<file path="src/rtl/fuyang_cordic_pkg.sv">
// Shared constants, ATAN table and FSM states for the CORDIC phase extractor.
package fuyang_cordic_pkg;

   localparam int ITER_DEFAULT      = 16;
   localparam int NUM_BEAMS_DEFAULT = 70;
   localparam int INT_W             = 19;  // internal x/y width, headroom for gain and pre-rotation
   localparam int PHASE_W           = 16;  // 65536 LSB = one full turn
   localparam int MAX_ITER          = 16;
   localparam int CNT_W             = 5;   // must hold ITER itself (finalize step)

   // round(atan(2^-i) * 65536 / (2*pi))
   localparam logic [PHASE_W-1:0] ATAN_TABLE [MAX_ITER] = '{
      16'd8192, 16'd4836, 16'd2555, 16'd1297,
      16'd651,  16'd326,  16'd163,  16'd81,
      16'd41,   16'd20,   16'd10,   16'd5,
      16'd3,    16'd1,    16'd1,    16'd0
   };

   typedef enum logic [1:0] {
      ST_IDLE   = 2'd0,
      ST_ROTATE = 2'd1,
      ST_DONE   = 2'd2
   } state_t;

endpackage

</file>
<file path="src/rtl/fuyang_atan_rom.sv">
// Combinational lookup of the CORDIC elementary angle for an iteration index.
module fuyang_atan_rom
   import fuyang_cordic_pkg::*;
(
   input  logic [CNT_W-1:0]   idx,
   output logic [PHASE_W-1:0] atan
);

   // Indices past the table (the finalize step) read as zero
   always_comb begin
      atan = '0;
      if (idx < CNT_W'(MAX_ITER)) begin
         atan = ATAN_TABLE[idx[3:0]];
      end
   end

endmodule

</file>
<file path="src/rtl/fuyang_cordic_phase_extract.sv">
// Iterative CORDIC vectoring: converts a Q1.15 complex sample into phase,
// gain-scaled magnitude and an elevation beam index.
module fuyang_cordic_phase_extract
   import fuyang_cordic_pkg::*;
#(
   parameter int ITER      = ITER_DEFAULT,
   parameter int NUM_BEAMS = NUM_BEAMS_DEFAULT
)(
   input  logic          clk,
   input  logic          rst,
   input  logic          in_valid,
   output logic          in_ready,
   input  logic [15:0]   in_real,
   input  logic [15:0]   in_image,
   output logic          out_valid,
   input  logic          out_ready,
   output logic [15:0]   out_phase,
   output logic [16:0]   out_mag,
   output logic [6:0]    out_c
);

   localparam int PROD_W = PHASE_W + 7;

   state_t                    state_reg, state_next;
   logic signed [INT_W-1:0]   x_reg, y_reg;
   logic [PHASE_W-1:0]        z_reg;
   logic [CNT_W-1:0]          cnt_reg;
   logic [6:0]                c_reg;
   logic                      zero_reg;

   logic signed [INT_W-1:0]   re_ext, im_ext;
   logic signed [INT_W-1:0]   pre_x, pre_y;
   logic [PHASE_W-1:0]        pre_z;
   logic signed [INT_W-1:0]   x_shift, y_shift;
   logic signed [INT_W-1:0]   x_rot, y_rot;
   logic [PHASE_W-1:0]        z_rot;
   logic [PHASE_W-1:0]        atan_val;
   logic [PROD_W-1:0]         beam_prod;
   logic [6:0]                beam_c;
   logic                      last_step;
   logic                      unused_bits;

   fuyang_atan_rom u_atan_rom (
      .idx  (cnt_reg),
      .atan (atan_val)
   );

   // The extra step at cnt == ITER performs no rotation; it only registers the beam index
   assign last_step = (cnt_reg == CNT_W'(ITER));

   // Pre-rotation into the right half-plane so the vectoring loop converges
   always_comb begin
      re_ext = {{(INT_W-16){in_real[15]}}, in_real};
      im_ext = {{(INT_W-16){in_image[15]}}, in_image};
      pre_x  = re_ext;
      pre_y  = im_ext;
      pre_z  = '0;
      if (in_real[15]) begin
         pre_x = -re_ext;
         pre_y = -im_ext;
         pre_z = 16'h8000;
      end
   end

   // One micro-rotation driving y toward zero; z accumulates the rotated angle
   always_comb begin
      x_shift = x_reg >>> cnt_reg;
      y_shift = y_reg >>> cnt_reg;
      if (!y_reg[INT_W-1]) begin
         x_rot = x_reg + y_shift;
         y_rot = y_reg - x_shift;
         z_rot = z_reg + atan_val;
      end else begin
         x_rot = x_reg - y_shift;
         y_rot = y_reg + x_shift;
         z_rot = z_reg - atan_val;
      end
      // A zero vector has no angle; keep z at 0 instead of summing the whole table
      if (zero_reg) begin
         z_rot = z_reg;
      end
   end

   // Beam quantizer: floor(phase * NUM_BEAMS / 65536) + 1
   always_comb begin
      beam_prod = {7'd0, z_reg} * PROD_W'(NUM_BEAMS);
      beam_c    = beam_prod[PROD_W-1:PHASE_W] + 7'd1;
   end

   // State register
   always_ff @(posedge clk or posedge rst) begin
      if (rst) begin
         state_reg <= ST_IDLE;
      end else begin
         state_reg <= state_next;
      end
   end

   // Next-state logic: accept, iterate, hold result until taken
   always_comb begin
      state_next = state_reg;
      case (state_reg)
         ST_IDLE:   if (in_valid)  state_next = ST_ROTATE;
         ST_ROTATE: if (last_step) state_next = ST_DONE;
         ST_DONE:   if (out_ready) state_next = ST_IDLE;
         default:   state_next = ST_IDLE;
      endcase
   end

   // Datapath: latch on accept, rotate per cycle, register beam on entry to DONE
   always_ff @(posedge clk or posedge rst) begin
      if (rst) begin
         x_reg    <= '0;
         y_reg    <= '0;
         z_reg    <= '0;
         cnt_reg  <= '0;
         c_reg    <= 7'd1;
         zero_reg <= 1'b0;
      end else begin
         case (state_reg)
            ST_IDLE: begin
               if (in_valid) begin
                  x_reg    <= pre_x;
                  y_reg    <= pre_y;
                  z_reg    <= pre_z;
                  cnt_reg  <= '0;
                  zero_reg <= (in_real == 16'd0) && (in_image == 16'd0);
               end
            end
            ST_ROTATE: begin
               if (last_step) begin
                  c_reg <= beam_c;
               end else begin
                  x_reg   <= x_rot;
                  y_reg   <= y_rot;
                  z_reg   <= z_rot;
                  cnt_reg <= cnt_reg + CNT_W'(1);
               end
            end
            default: ;
         endcase
      end
   end

   assign in_ready  = (state_reg == ST_IDLE);
   assign out_valid = (state_reg == ST_DONE);
   assign out_phase = z_reg;
   assign out_mag   = x_reg[16:0];
   assign out_c     = c_reg;

   // x is non-negative and below 2^17 at the output; its top bits and the
   // fractional product bits are intentionally dropped
   assign unused_bits = ^{x_reg[INT_W-1:17], beam_prod[PHASE_W-1:0]};

endmodule
</file>
<file path="config.mk">
export PLATFORM = sky130hd
export DESIGN_NAME = fuyang_cordic_phase_extract
export DESIGN_NICKNAME = d
export VERILOG_FILES = /design/src/rtl/fuyang_cordic_pkg.sv /design/src/rtl/fuyang_atan_rom.sv /design/src/rtl/fuyang_cordic_phase_extract.sv
export SDC_FILE = /design/constraint.sdc
export NUM_CORES = 1
export LEC_CHECK = 0
export ABC_AREA = 1
export ABC_CLOCK_PERIOD_IN_PS = 5200
export CAP_MARGIN = 0
export CORE_MARGIN = 2
export CORE_UTILIZATION = 44
export CTS_CLUSTER_SIZE = 12
export DETAILED_ROUTE_END_ITERATION = 8
export PLACE_DENSITY_LB_ADDON = 0.3
export SLEW_MARGIN = 20
export SYNTH_ARGS = -nofsm -noshare
export SYNTH_HDL_FRONTEND = slang
export SYNTH_SLANG_ARGS = --single-unit
</file>
<file path="constraint.sdc">
create_clock -name clk -period 5.2 [get_ports clk]
set_input_delay 1.3 -clock clk [delete_from_list [all_inputs] [get_ports clk]]
set_output_delay 1.3 -clock clk [all_outputs]
set_load 0.1 [all_outputs]
</file>
# After elaboration in Yosys (flattened, before gate mapping)
# Memories as Yosys holds them, arrays and structs flattened.
# Cells that the tools add are included.
[classes]
shift = 2
bitwise = 1
eq_ne = 8
muxes = 26
n_mul = 1
addsub = 10
reduce_logical = 10
order_cmp = 2
[op_table]
columns = ["operator", "count"]
rows = [
  ["$mux 19", 8],
  ["$mux 16", 8],
  ["$pmux 19 s2", 2],
  ["$add 19x19->19", 2],
  ["$neg 16->19", 2],
  ["$sshr 19x5->19", 2],
  ["$sub 19x19->19", 2],
  ["$logic_not 16->1", 2],
  ["$pmux 16 s2", 1],
  ["$mul 16x6->22 const B", 1],
  ["$add 16x16->16", 1],
  ["$sub 16x16->16", 1],
  ["$mux 5", 2],
  ["$pmux 5 s2", 1],
  ["$ne 2x2->1 const B", 4],
  ["$add 7x1->7 const B", 1],
  ["$mux 2", 3],
  ["$pmux 2 s3", 1],
  ["$reduce_and 3->1", 2],
  ["$add 5x1->5 const B", 1],
  ["$eq 5x5->1 const B", 1],
  ["$ge 5x5->1 const B", 1],
  ["$lt 5x5->1 const B", 1],
  ["$not 4->5", 1],
  ["other kinds (8)", 9],
]
[word_totals]
output_inout_bits = 42
romBits = 256
elab_cells = 68
reg_bits = 69
input_bits = 36
mem_count = 1
[memory_table]
columns = ["name", "depth", "word_bits", "read_ports", "rd_ports_with_merged_regs", "wr", "line_no", "text"]
rows = [
  ["(name not given)", 16, 16, 1, 0, 0, "fuyang_atan_rom.sv:13", "atan = ATAN_TABLE[idx[3:0]];"],
]

# Logic depth before layout (Yosys ltp)
# Gate-level depths: netlist (run 1).
[logic_depth]
ltp_word = 10
mapped_depth = 33
ltp_nobuf = 32

# Modules after synthesis
# From an unflattened synthesis (run 1), not the netlist that was laid out.
[unflattened]
hier_cells = 1839
area_unflattened_um2 = 11168.2
[modules_own_cells]
columns = ["module", "seq_area_each_um2", "n_inst", "area_per_inst_um2", "cells_each"]
rows = [
  ["fuyang_cordic_phase_extract", 1727.9, 1, 10824.1, 1779],
  ["fuyang_atan_rom", 0.0, 1, 344.1, 60],
]

# Worst setup path after synthesis (run 1)
# No wires, ideal clock.
[synth_path]
kind = "register to register"
start = "register z_reg[6], in the netlist out_phase[6]"
end = "register c_reg[6], in the netlist out_c[6]"
stages_incl_launch_ff = 20
synth_period_minus_slack_ns = 3.863
required_time_ns = 5.080
path_buffers = 0
arrival_ns = 3.743
path_slack_ns = 1.337
setup_time_ns = 0.120
cell_sequence = "dfrtp_1 > ha_1 > ha_1 > inv_1 > fa_1 > inv_1 > ha_1 > nand2_1 > nor2_1 > nand2_1 > nand2_1 > nand3_1 > nand2_1 > xor2_1 > ha_1 > nand3_1 > o21bai_1 > nand2_1 > nand2_1 > nand2_1"
[synth_via]
elab_chain_len = 2
[synth_rtl]
columns = ["element", "line_no", "text"]
rows = [
  ["start, declared", "fuyang_cordic_phase_extract.sv:26", "logic [PHASE_W-1:0] z_reg;"],
  ["start signal, assigned", "fuyang_cordic_phase_extract.sv:125", "z_reg <= pre_z;"],
  ["start signal, assigned", "fuyang_cordic_phase_extract.sv:136", "z_reg <= z_rot;"],
  ["$mul 16x6->22", "fuyang_cordic_phase_extract.sv:86", "beam_prod = {7'd0, z_reg} * PROD_W'(NUM_BEAMS);"],
  ["$add 7x1->7", "fuyang_cordic_phase_extract.sv:87", "beam_c = beam_prod[PROD_W-1:PHASE_W] + 7'd1;"],
  ["end signal, assigned", "fuyang_cordic_phase_extract.sv:132", "c_reg <= beam_c;"],
  ["end, declared", "fuyang_cordic_phase_extract.sv:28", "logic [6:0] c_reg;"],
]
# Every way passes these cells.
# A chain may end at the register's enable or synchronous reset.

# Worst setup path in the final report (run 1)
[layout_path]
start = "register cnt_reg[0]"
end = "register x_reg[15]"
[layout_via]
elab_chain_len = 5
word_cells_on_any_way = 9
classes_between = "add/sub: 2; eq/ne: 2; shift: 1; mux: 3; reduce/logical: 1"
[layout_rtl]
columns = ["element", "line_no", "text"]
rows = [
  ["start, declared", "fuyang_cordic_phase_extract.sv:27", "logic [CNT_W-1:0] cnt_reg;"],
  ["start signal, assigned", "fuyang_cordic_phase_extract.sv:137", "cnt_reg <= cnt_reg + CNT_W'(1);"],
  ["$sshr 19x5->19", "fuyang_cordic_phase_extract.sv:68", "y_shift = y_reg >>> cnt_reg;"],
  ["$add 19x19->19 / $sub 19x19->19 (equally long branches)", "fuyang_cordic_phase_extract.sv:70, fuyang_cordic_phase_extract.sv:74", ""],
  ["$mux 19", "fuyang_cordic_phase_extract.sv:69", "if (!y_reg[INT_W-1]) begin"],
  ["$mux 19", "fuyang_cordic_phase_extract.sv:131", "if (last_step) begin"],
  ["$pmux 19 s2", "fuyang_cordic_phase_extract.sv:120", "case (state_reg)"],
  ["end signal, assigned", "fuyang_cordic_phase_extract.sv:123", "x_reg <= pre_x;"],
  ["end signal, assigned", "fuyang_cordic_phase_extract.sv:134", "x_reg <= x_rot;"],
  ["end, declared", "fuyang_cordic_phase_extract.sv:25", "logic signed [INT_W-1:0] x_reg, y_reg;"],
]
# Parallel ways exist; a longest one is shown, timed or not. The select of a mux whose other input is x is not followed.

==> results of run 1 <==
==> worst reg2reg max path, stage by stage (launching register included) <==
cell and delay [ns]:
dfrtp_2 0.56, inv_4 0.31, nand2_1 0.12, nand2_1 0.08, a21oi_1 0.07, o21ai_0 0.35, nand2_1 0.13, nand2_1 0.08
nand2_1 0.10, nand2_1 0.08, inv_1 0.07, ha_1 0.21, nand3_1 0.12, nor2_2 0.08, nor2_1 0.15, o21ai_0 0.15
ha_1 0.40, nand2_1 0.09, o21ai_0 0.29, nand2_1 0.08, o2111ai_1 0.16, nor2_1 0.16, o21bai_1 0.23, nand3_1 0.13
nand3_1 0.09, nand3_1 0.08, a21oi_1 0.16
==> per-layer routing <==
metal | vias to the layer above | GRT usage
li1 | 5930 | -
met1 | 5367 | 0.3256
met2 | 365 | 0.4608
met3 | 66 | 0.02686
met4 | 0 | 0.1043
met5 | - | 0
==> through the flow <==
| step | worst slack (ns) | hold WS (ns) |
|---|---|---|
| final | 0.5640 | 0.4856 |
| after global routing | 0.1429 | 0.5139 |
| after CTS | 0.7351 | 0.4962 |
| after detailed placement | 0.7864 | 0.4771 |
| after global placement | 0.8024 | 0.4621 |
| after floorplan | 1.337 | 0.4461 |
==> placed cells by master (no fill, tap or decap), types with 18 or more instances in the layout <==
| cell | n |
|---|---|
| a21oi_1 | 138 |
| a31oi_1 | 29 |
| buf_4 | 18 |
| clkdlybuf4s50_1 | 77 |
| dfrtp_1 | 67 |
| ha_1 | 112 |
| inv_1 | 197 |
| nand2_1 | 462 |
| nand3_1 | 165 |
| nor2_1 | 151 |
| nor3_1 | 19 |
| o21ai_0 | 127 |
| o21ai_1 | 23 |
| xor2_1 | 42 |
==> area by class of cell <==
type	instances	area share
Sequential cell	69	0.1437
Timing Repair Buffer	96	0.07692
Inverter	208	0.06528
Clock inverter	7	0.008732
Tap cell	324	0.03368
Multi-Input combinational cell	1410	0.6530
Clock buffer	9	0.01871
==> cells by family after synthesis <==
group	Yosys count	synth area share
fa+ha+maj	126	0.1554
flops	69	0.1597
simple gates	846	0.3290
buf+inv	284	0.1141
mux	3	0.002775
compound gates	379	0.1937
xor+xnor	56	0.04533
==> how the worst min path moves through the flow <==
stage                   from        to  slack, ns  cells past startpoint
CTS                 out_c[6]  out_c[6]       0.50                      2
finish              out_c[3]  out_c[3]       0.49                      2
detailed placement  out_c[6]  out_c[6]       0.48                      2
floorplan           zero_reg  zero_reg       0.45                      2
global placement    out_c[1]  out_c[1]       0.46                      2
global route        out_c[4]  out_c[4]       0.51                      2
==> synth_stat cells (all sizes together), types with 5 or more instances <==
cell type / n
a21o: 5
a21oi: 140
a22oi: 6
a31oi: 29
buf: 58
clkbuf: 18
dfrtp: 68
fa: 14
ha: 112
inv: 208
nand2: 467
nand3: 168
nand4: 13
nor2: 161
nor3: 20
nor4: 5
o211ai: 13
o21ai: 151
o21bai: 6
o22ai: 7
o31ai: 11
xnor2: 14
xor2: 42
==> impl_metrics.toml, run 1 <==
[global_routing]
grt-ovfl-total = 0
first_global_vias = 10820
track_usage = 0.2607
antenna_found_initial = 0
grt_max_degree = 70
grt_pass1_wl_um = 54310

[yosys]
synth_nets = 1925
synth_cells = 1763
ys.flop_type = "dfrtp_1"
synth_warnings = 0
yosysTopAreaCellShare = 0.1603
synth-edff-count = 0
yosysTopAreaCell = "nand2_1"
synth_cell_type_count = 50
async_reset_ff_frac = 1.000
synthTopCellsByArea = "nand2_1 16%, dfrtp_1 16%, ha_1 13%, nand3_1 7.6%, inv_1 6.9%"
ys_ff_latch = 69
synth_area_um2 = 10820
avgSynthCellArea_um2 = 6.137
yosysSeqAreaShare = 0.1597

[route]
met2_length_um = 16190
drcViolationCount = 0
ant_nets = 0
dr_wl_met3_um = 1449
detail_route.iter0.violations = 853
num_vias = 11730
routedWlPerCell_um = 15.92
vias_per_cell = 5.524
drt-pass1-iter-count = 7
drt-total-wl_um = 33790
drt-met1-wl_um = 14880
top_layer_used = "met4"

[cells_and_area]
design_area_um2 = 12040
n_antenna_cell = 0
layoutNonFillerInstCount = 2123
drive_gt1_frac = 0.04169
multi_input_area_um2 = 7860
final_nets = 1956
final.fill_count = 2593
utilization = 0.4964
seqCellArea_um2 = 1729
syn2layout_area_growth_pct = 11.24

[floorplan]
die_y_um = 160.8
rows = 57
die-area_um2 = 25860
core_um2 = 24250
start_util = 0.4462
ioPinCount = 78
die_w_um = 160.8

[cts]
postCtsHoldBufs = 0
insertion_delay_ns = 0.36
cts_buffers = 9
h-tree-depth = 3
cts_root_buf = "clkbuf_16"
clk_path_buf_depth = 2
cts_tree = "done"
cts.clk_slew.worst_paths_ns = 0.07
cts.sinks = 69
cts_setup_buffers = 0
ctsResizeCount = 0

[placement]
place_inst = 2107
gp_congestion = 0.9910
dp_hpwl_um = 26380
dpl-instance-area_um2 = 11710
portBuffers = 77

[critical_path]
worstPathRequired_ns = 5.48
reg2reg_to = "x_reg[15]"
path_buf_inv = 2
cp-end-kind = "flop"
crit_cells = 26
critPathKind = "reg2reg"
crit_path_end = "x_reg[15]"
reg2reg_from = "cnt_reg[0]"
startpoint = "cnt_reg[0]"
path_delay_family = "simple AND/OR/NAND/NOR gates"
cp-start-kind = "flop"
max_stage_delay_ns = 0.56
rr_worst_depth = 26
cpMostUsedCell = "nand2_1"
cp_slowest_cell = "dfrtp_2"
r2r_slack_ns = 0.56
cp.arrival_ns = 4.92
worstPathMaxFanout = 27

[worst_hold_path]
hp-class = "reg2reg"

[timing]
fin_crit_sh = 0.8915
setup-tns-final_ns = 0
relSlewSlack = 0.3458
timing.final.crit_period_ns = 4.636
tightest_slew_ns = 0.9782
rsz0062_at_grt = "false"
drv_slew = 0
setup_violations = 0
finalClockSkew_ns = 0.01402
fmax_ghz = 0.2157
hold_viol = 0

[run]
cap_violations = 0

[status]
status = "completed"
Power of run 1 is not shown: default switching activity piles up to over one toggle a cycle in this logic, so the estimate is an artifact.
==> inputs of run 2 (changes only) <==
- ABC_AREA: 1 -> unset
==> run 2 against run 1 <==
Compared with the run above:
- sequential share of layout area down 0.84 points
- core utilization up 1.7 points
- die area up 2.7%
- highest routed layer unchanged
==> impl_metrics.toml, run 2 <==
[yosys]
muxShareOfSynthArea = 0.1339
ys_ff_latch = 69
yosys.area_share.simple = 0.1926
async_reset_ff_frac = 1.000
synth_xor_area_frac = 0.08193
synth_area_um2 = 11120
yosysTopAreaCell = "dfrtp_1"
synth_warnings = 0
synth_cells = 1386
synth_cell_type_count = 84
synth.most_common_cell = "nand2_1"
synthTopCellsByArea = "dfrtp_1 15%, ha_1 13%, mux4_2 8.9%, xnor2_1 5.5%, a21oi_1 4.9%"
netlist_top_cells_count = "137 x nand2_1, 124 x nor2_1, 112 x ha_1, 108 x a21oi_1, 92 x o21ai_0"
synth_compound_area_frac = 0.2144
avgSynthCellArea_um2 = 8.022
synth_top_family_by_area = "compound AO/OA/AOI/OAI gates"
synth_nets = 1548
yosys.area_share.adder = 0.1512
yosysTopAreaCellShare = 0.1530
ys.flop_type = "dfrtp_1"
synth-edff-count = 0
yosysSeqAreaShare = 0.1554

[global_routing]
first_global_vias = 10040
grt_pass1_wl_um = 55130
grt-ovfl-total = 0
grt_max_degree = 45
antenna_found_initial = 1
track_usage = 0.2680

[placement]
place_inst = 1781
portBuffers = 77
dp_hpwl_um = 27210
dpl-instance-area_um2 = 12460
gp_congestion = 0.9862

[critical_path]
path_buf_inv = 1
cp-start-kind = "flop"
crit_cells = 21
cp_slowest_cell = "dfrtp_2"
worstPathMaxFanout = 10
cp-end-kind = "flop"
max_stage_delay_ns = 0.54
cp.arrival_ns = 5.28
cp_cell_sequence = "mux2_2, o21a_1, a21boi_0, mux2i_1, inv_1, ha_1, o211ai_1, a2111oi_4, nand3_2, or3_1, a32oi_1, o22ai_1, ha_1, a21oi_1, nand2_1, a21oi_1, a21boi_2, o21ai_0, xnor2_1, or3_1, o21ai_1"
rr_worst_depth = 21
worstPathRequired_ns = 5.48
critPathKind = "reg2reg"
path_delay_family = "compound AO/OA/AOI/OAI gates"

[cts]
cts_buffers = 9
clk_path_buf_depth = 2
postCtsHoldBufs = 0
insertion_delay_ns = 0.36
cts_root_buf = "clkbuf_16"
cts.sinks = 69
cts_tree = "done"
cts.clk_slew.worst_paths_ns = 0.07
h-tree-depth = 3

[timing]
fmax_ghz = 0.2003
hold_ws_ns = 0.4805
fin_crit_sh = 0.9603
finalClockSkew_ns = 0.01114
tightest_slew_ns = 0.9788
timing.final.crit_period_ns = 4.994
hold_viol = 0
drv_slew = 0
rsz0062_at_grt = "true"
setup_violations = 0
relSlewSlack = 0.3454

[status]
status = "completed"

[floorplan]
ioPinCount = 78
die-area_um2 = 26560
die_w_um = 163.0
rows = 58
core_um2 = 24960
start_util = 0.4454
die_y_um = 163.0

[worst_hold_path]
hp-class = "reg2reg"
min_delay_path_depth = 2

[cells_and_area]
final_nets = 1627
design_area_um2 = 12820
syn2layout_area_growth_pct = 15.27
final_common_cell = "nand2_1"
n_antenna_cell = 0
drive_gt1_frac = 0.1333
layout_common_cells = "137 x nand2_1, 124 x nor2_1, 112 x ha_1"
layoutNonFillerInstCount = 1800

[route]
vias_per_cell = 6.022
detail_route.iter0.violations = 899
top_layer_used = "met4"
num_vias = 10840
drt-met1-wl_um = 15100
drcViolationCount = 0
met2_length_um = 16760
dr_wl_met3_um = 2188
drt-total-wl_um = 35370
routedWlPerCell_um = 19.65
ant_nets = 0
drt-pass1-iter-count = 5

[run]
cap_violations = 0
run 2: through the flow:
stage / setup TNS, ns / worst slack [ns] / util
final: 0 / 0.2064 / 0.5134
after global routing: -0.05776 / -0.03994 / 0.5134
after CTS: 0 / 0.07390 / 0.5104
after detailed placement: 0 / 0.09267 / 0.4993
after global placement: 0 / 0.2015 / 0.4993
after floorplan: 0 / 0.03999 / -
run 2: final timing paths:
kind / end / from / slack (ns)
setup reg to reg: x_reg[18] / cnt_reg[0] / 0.21
hold reg to reg: out_c[2] / out_c[2] / 0.48
hold / removal: out_c[2] / out_c[2] / 0.48
min in group asynchronous: y_reg[13] / rst / 1.43
max in group asynchronous: cnt_reg[1] / rst / 2.71
setup / recovery: x_reg[18] / cnt_reg[0] / 0.21
run 2: per-layer routing:
layer / track usage / vias to the layer above
met1: 0.3502 / 5171
met5: 0 / -
met4: 0.1018 / 0
met3: 0.02776 / 77
met2: 0.4572 / 410
li1: - / 5181
run 2: logic make-up after synthesis:
logic type,after synthesis
simple gates,447
xor+xnor,104
flops,69
mux,87
buf+inv,178
compound gates,375
fa+ha+maj,126
run 2: what timing repair did:
action,4_1_cts,5_1_grt
endpoints found under the setup margin,0,9
setup buffers,0,3
gates resized for setup,0,13
run 2: cell type report:
class,count,area (um^2)
tap,330,412.9
timing repair buffer,158,1408
sequential,69,1733
clock buffer,9,225.2
fill,2379,12150
clock inverter,7,51.30
multi-input combinational,1139,8656
inverter,88,330.3
run 2: tightest hold or removal path, cell delays in order, from the launching register on:
cell	delay, ns
dfrtp_1	0.34
nand2_1	0.05
o21ai_0	0.06
Power of run 2 is left out for the same reason.
